`src/rtl/sys_ctrl_bbm_seq.sv`:
```
// Break-before-make sequencer between the system-control register file and the
// analog mux-split/vref switch banks, plus a 2-flop synchroniser for mgmt_select.
module sys_ctrl_bbm_seq #(
  parameter int             NCH     = 24,
  parameter int             DEAD_W  = 8,
  parameter logic [NCH-1:0] RST_VAL = {NCH{1'b0}},
  parameter bit             AUTO    = 1'b1
) (
  input  logic              clk,
  input  logic              rst,
  input  logic [NCH-1:0]    bus_sw,
  input  logic [DEAD_W-1:0] bus_dead_cycles,
  input  logic              bus_apply,
  output logic              bus_busy,
  output logic              bus_done,
  output logic              bus_mgmt_select,
  output logic [NCH-1:0]    sw_out,
  input  logic              mgmt_select
);

  typedef enum logic {
    ST_IDLE  = 1'b0,
    ST_BREAK = 1'b1
  } state_e;

  state_e            state_q, state_d;
  logic [DEAD_W-1:0] cnt_q, cnt_d;
  logic [NCH-1:0]    cur_q, cur_d;
  logic [NCH-1:0]    tgt_q, tgt_d;
  logic [NCH-1:0]    sw_q, sw_d;
  logic              done_q, done_d;
  logic              sync1_q, sync2_q;

  logic [NCH-1:0]    off_bits;
  logic [NCH-1:0]    on_bits;
  logic              trigger;

  assign off_bits = cur_q & ~bus_sw;
  assign on_bits  = ~cur_q & bus_sw;
  assign trigger  = (bus_sw != cur_q) && (AUTO || bus_apply);

  // A change that only opens or only closes switches cannot short two nets,
  // so it is applied at once; a mixed change opens the off bits first.
  always_comb begin
    // NOTE: every output of this block gets a default first so no path leaves
    // a variable unassigned, which would otherwise infer a latch.
    state_d = state_q;
    cnt_d   = cnt_q;
    cur_d   = cur_q;
    tgt_d   = tgt_q;
    sw_d    = sw_q;
    done_d  = 1'b0;
    case (state_q)
      ST_IDLE: begin
        if (trigger) begin
          if ((off_bits == '0) || (on_bits == '0)) begin
            sw_d   = bus_sw;
            cur_d  = bus_sw;
            done_d = 1'b1;
          end else begin
            tgt_d   = bus_sw;
            sw_d    = cur_q & bus_sw;
            cnt_d   = bus_dead_cycles;
            state_d = ST_BREAK;
          end
        end
      end
      ST_BREAK: begin
        // Count reaching zero still costs one cycle, so D=0 gives a full break cycle.
        if (cnt_q != '0) begin
          cnt_d = cnt_q - DEAD_W'(1);
        end else begin
          sw_d    = tgt_q;
          cur_d   = tgt_q;
          done_d  = 1'b1;
          state_d = ST_IDLE;
        end
      end
      default: state_d = ST_IDLE;
    endcase
  end

  // NOTE: every register here, including the latched target, is reset
  // asynchronously so a reset mid-sequence drops the pending make immediately.
  always_ff @(posedge clk or posedge rst) begin
    if (rst) begin
      state_q <= ST_IDLE;
      cnt_q   <= '0;
      cur_q   <= RST_VAL;
      tgt_q   <= RST_VAL;
      sw_q    <= RST_VAL;
      done_q  <= 1'b0;
    end else begin
      // NOTE: non-blocking assignments so every register samples pre-edge values.
      state_q <= state_d;
      cnt_q   <= cnt_d;
      cur_q   <= cur_d;
      tgt_q   <= tgt_d;
      sw_q    <= sw_d;
      done_q  <= done_d;
    end
  end

  always_ff @(posedge clk or posedge rst) begin
    if (rst) begin
      sync1_q <= 1'b0;
      sync2_q <= 1'b0;
    end else begin
      sync1_q <= mgmt_select;
      sync2_q <= sync1_q;
    end
  end

  assign sw_out          = sw_q;
  assign bus_done        = done_q;
  assign bus_busy        = (state_q == ST_BREAK);
  assign bus_mgmt_select = sync2_q;

endmodule

```
`config.mk`:
```
export PLATFORM = sky130hd
export DESIGN_NAME = sys_ctrl_bbm_seq
export DESIGN_NICKNAME = d
export VERILOG_FILES = /design/src/rtl/sys_ctrl_bbm_seq.sv
export SDC_FILE = /design/constraint.sdc
export NUM_CORES = 1
export LEC_CHECK = 0
export CORE_AREA = 4 4 129 131
export DETAILED_ROUTE_END_ITERATION = 7
export DIE_AREA = 0 0 133 135
export DONT_BUFFER_PORTS = 1
export SLEW_MARGIN = 20
export SYNTH_ARGS = -nofsm -noshare
export SYNTH_HDL_FRONTEND = slang
export SYNTH_SLANG_ARGS = --single-unit
```
`constraint.sdc`:
```
create_clock -name clk -period 7.4 [get_ports clk]
set_input_delay 1.11 -clock clk [delete_from_list [all_inputs] [get_ports clk]]
set_output_delay 1.11 -clock clk [all_outputs]
set_load 0.01 [all_outputs]
```
* After elaboration in Yosys (flattened, before gate mapping)
Cells that the tools add are included.
Word-level totals: flip-flop bits (word level) 84, bits in latches 0, memory bits (writable) 0, memory bits (read-only) 0, bits of input ports 36, memories 0
Cells by class: add/sub/neg operators 1, multipliers 0, div/mod/pow operators 0, magnitude comparators 0, equality and inequality tests 6, shifts and indexed selects 0, muxes and demuxes 19, bitwise operators 7, reduce and logical (&&, ||, !) cells 8
Operators by type and width (count):
- two-way mux 24 bit | 5
- one-hot mux 24 bit (2 select lines) | 2
- bitwise AND 24 bit | 3
- zero test 24 bit | 2
- inverter 24 bit | 2
- two-way mux 8 bit | 3
- inequality test 24 bit | 1
- one-hot mux 8 bit (2 select lines) | 1
- AND reduction 3 bit | 3
- inequality test 2 bit, second input constant | 4
- nonzero test 8 bit | 1
- subtractor 8 x 1 -> 8 bit, second input constant | 1
- two-way mux 1 bit | 6
- one-hot mux 1 bit (2 select lines) | 2
- inequality test 2 x 1 -> 1 bit, second input constant | 1
- inverter 1 bit | 2
- AND reduction 2 bit | 1
- logical OR 1 bit | 1

* Depth between registers and ports, before layout
depth after elaboration 7, gate-level depth with buffers 11

* Worst setup path after synthesis
OpenSTA, ideal clock, no wires.
path type input -> register, from input bus_sw[7], to register tgt_q[0], data arrival time 2.681 ns, setup slack 4.594 ns, stages 8, buffers on the path 1, path through inv_1 -> ha_1 -> nand4_1 -> nor2_1 -> a21o_1 -> nor3_2 -> buf_4 -> mux2_2
On the way: longest elaborated chain between the ends 6, elaborated cells on any way between the ends 9, classes of those cells eq/ne (1); bitwise (4); reduce/logical (4)
Ends and longest elaborated chain:
- from (decl) | RTL line 11 | input logic [NCH-1:0] bus_sw,
- inverter 24 bit | RTL line 38 | assign off_bits = cur_q & ~bus_sw;
- bitwise AND 24 bit | RTL line 38
- zero test 24 bit | RTL line 56 | if ((off_bits == '0) || (on_bits == '0)) begin
- logical OR 1 bit | RTL line 56
- inverter 1 bit (no source line)
- AND reduction 3 bit (no source line) (*)
- to (signal assigned) | RTL line 98 | tgt_q <= tgt_d;
- to (decl) | RTL line 29 | logic [NCH-1:0] tgt_q, tgt_d;
Mark *: on every way between the ends. The rest lies on a longest branch, timed or not. A chain may end at the register's enable or synchronous reset.

* Final worst setup path
from input bus_sw[12], to register cur_q[18]
On the way: longest elaborated chain between the ends 6, elaborated cells on any way between the ends 10, classes of those cells eq/ne (3); bitwise (3); reduce/logical (4)
Ends and longest elaborated chain:
- inverter 24 bit | RTL line 38
- bitwise AND 24 bit | RTL line 38
- zero test 24 bit | RTL line 56
- logical OR 1 bit | RTL line 56
- inequality test 2 bit (no source line)
- AND reduction 3 bit (no source line) (*)
- to (signal assigned) | RTL line 97 | cur_q <= cur_d;
- to (decl) | RTL line 28 | logic [NCH-1:0] cur_q, cur_d;
Marks and branches as above.

==> impl_metrics.toml <==
[sta]
whs_ns = 0.361
relSlewSlack_pct = 29.2
layout_setup_ws_ns = 4.07
period_minus_slack_ns = 3.33
rsz0062_at_grt = "no"
slew_viol_final = 0
fin_tns_setup_ns = 0
finClkSkew_ns = 0.00493
final.period_utilization_pct = 45.0
hold_viol = 0
tightest_slew_ns = 1.06
timing.fmax_mhz = 300
setup_viol = 0

[yosys]
yosys.cell_types.count = 40
synth.area.top_cells = "dfrtp_1 (40%), ha_1 (17%), mux2_2 (5.4%)"
synth.most_common_cell = "dfrtp_1"
syn_area_per_cell_um2 = 9.88
synth_seq_area_share_pct = 40.2
ys.flop_type = "dfrtp_1"
synth_largest_area_cell = "dfrtp_1"
async_flop_share_pct = 100
ys_warn_count = 0
synth-edff-count = 0
synth.cell_area_um2 = 5230
synth-seq-cells = 84
synthTopCellsByCount = "dfrtp_1 (84), ha_1 (73), nand2_1 (60)"
synth_top_area_share_pct = 40.2
synth_nets = 638
netlist_instances = 529

[critical_path]
arrival_ns = 3.59
start_kind = "primary input"
endpoint_kind = "register"
r2r-end = "cur_q[0]$_DFFE_PP0P_"
critPathSlowestCell = "or2_1"
crit_fanout = 28
cp.required_ns = 7.66
rr_startpoint = "cnt_q[0]$_DFFE_PP0P_"
critical_path_buf_inv_count = 2
max_stage_delay_ns = 0.56
worst-setup-path-type = "in -> reg"
worstPathCellList = "inv_1 -> ha_1 -> nor4_1 -> nand4_1 -> nor2_2 -> or2_1 -> buf_4 -> a31oi_1 -> a22oi_1"
reg2reg_slack_ns = 4.28
r2r_cells = 8
crit_family = "simple AND/OR/NAND/NOR gates"

[final_layout]
diodes = 0
drive_gt1_share_pct = 12.3
fillers = 1546
syn_to_final_growth_pct = 9.00
instances_no_fill = 737
fin_nets = 625

[floorplan]
std_cell_rows = 46
die-height_um = 135
die_x_um = 133
ios = 63
coreArea_um2 = 15600
initial_core_util_pct = 33.5
die_area_um2 = 18000

[placed_design]
routabilityCongestion = 0.829
portBuffers = 0
dpl.cell_count = 721
dp_hpwl_um = 9030
place_worst_setup_slack_ns = 3.72

[pwr]
p_per_area_nw_per_um2 = 394
max-vdd-ir-drop_v = 0.000132
cellLeakagePower_nw = 2.64

[detailed_routing]
drt_drc_violations_left = 0
drt-total-wl_um = 13700
wire_per_inst_um = 18.6
drtIter0Drc = 307
routed_via_density = 5.45
firstDrtPassIters = 5
ant_nets = 0
vias = 4020

[grt]
antenna_found_initial = 0
grt.overflow.total = 0
grt_pass1_wl_um = 22300
grt_pass1_vias = 4075
grt_start_max_net_pins = 85
grt.total_usage_pct = 15.7

[worst_hold_path]
hold_end = "bus_mgmt_select$_DFF_PP0_"
hold_class = "reg -> reg"
worstHoldStart = "sync1_q$_DFF_PP0_"
min_path_cells = 0

[clock_tree]
cts_made_buffers = 9
clockRootBuffer = "clkbuf_16"
clock-sinks = 84
cts.clk_slew.worst_paths_ns = 0.06
post_cts_buffers = 0
htree_num_levels = 3
tritoncts = "built"
ctsResizeCount = 0
cts_hold_buf = 0
insertion_delay_ns = 0.35
clock_path_buffers = 2

[job]
max_cap_violations = 0

[status]
status = "completed"
[power by group]
part / internal, mW / switching (mW)
combinational: 0.400 / 0.429
sequential: 0.698 / 0.252
clock: 0.279 / 0.188
[flip-flops by register name (all words and copies together), names as in the netlist]
register,count
cur_q,24
sw_out,24
tgt_q,24
cnt_q,8
bus_busy,1
bus_done,1
bus_mgmt_select,1
sync1_q,1
[placed cells by master, fill, tap and decap left out, drive strengths merged, types with 2 or more instances in the layout]
master | Yosys | routed
o221a | 5 | 5
buf | 16 | 7
nand4 | 8 | 8
inv | 53 | 52
a22oi | 15 | 15
mux2 | 25 | 25
or3 | 5 | 5
a21boi | 2 | 2
o22ai | 23 | 23
nor3 | 2 | 2
clkinv | 0 | 3
nor4 | 14 | 14
nand3 | 3 | 3
nand2 | 61 | 61
a21oi | 15 | 15
clkbuf | 15 | 12
and2 | 2 | 2
o211a | 3 | 3
o21ai | 16 | 16
ha | 73 | 73
a221o | 9 | 9
nor2 | 24 | 24
and3 | 9 | 9
a31oi | 39 | 39
dfrtp | 84 | 84
[stage by stage]
stage,total power [mW],utilization [%],instance area [um^2]
floorplan,1.55,-,5230
global placement,1.74,34.6,5390
detailed placement,1.79,34.6,5390
CTS,2.27,36.5,5690
global route,2.43,36.5,5700
finish,2.25,36.5,5700
[layer usage]
metal	share of wire, %	routed length (um)	GRT usage (%)
met4	1.7	232	5.37
met1	43	5890	19.2
met3	7.0	953	5.29
met5	0	0	0
met2	48	6620	25.9
[how the worst max path moves through the flow]
stage	start	end	slack, ns	depth (start not counted)
5_1_grt	bus_sw[15]	cur_q[8]$_DFFE_PP0P_	3.94	9
2_1_floorplan	rst	bus_busy$_DFF_PP0_	4.12	1
3_3_place_gp	bus_sw[12]	cur_q[17]$_DFFE_PP0P_	3.74	8
3_5_place_dp	bus_sw[12]	cur_q[18]$_DFFE_PP0P_	3.72	9
6_report	bus_sw[12]	cur_q[18]$_DFFE_PP0P_	4.07	9
4_1_cts	bus_sw[12]	cur_q[18]$_DFFE_PP0P_	4.07	9
[cell families (layout without fill, tap and decap cells)]
logic type | Yosys count | count (layout) | synth area share (%)
AND/OR/NAND/NOR | 131 | 131 | 12.4
AO/OA/AOI/OAI | 130 | 130 | 17.2
flip-flops | 84 | 84 | 40.2
buffers and inverters | 84 | 76 | 7.06
adder cells (fa/ha/maj) | 73 | 73 | 17.5
multiplexers | 25 | 25 | 5.39
XOR/XNOR | 2 | 2 | 0.335
[layout make-up]
| type | instances | area (um^2) | share of cell area, % |
|---|---|---|---|
| Multi-Input combinational cell | 361 | 2770 | 48.5 |
| Sequential cell | 84 | 2100 | 36.9 |
| Timing Repair Buffer | 7 | 56.3 | 0.988 |
| Clock buffer | 12 | 256 | 4.50 |
| Clock inverter | 4 | 47.5 | 0.834 |
| Inverter | 53 | 200 | 3.51 |
| Tap cell | 216 | 270 | 4.74 |
Note: power is estimated with default switching activity, not from simulation.
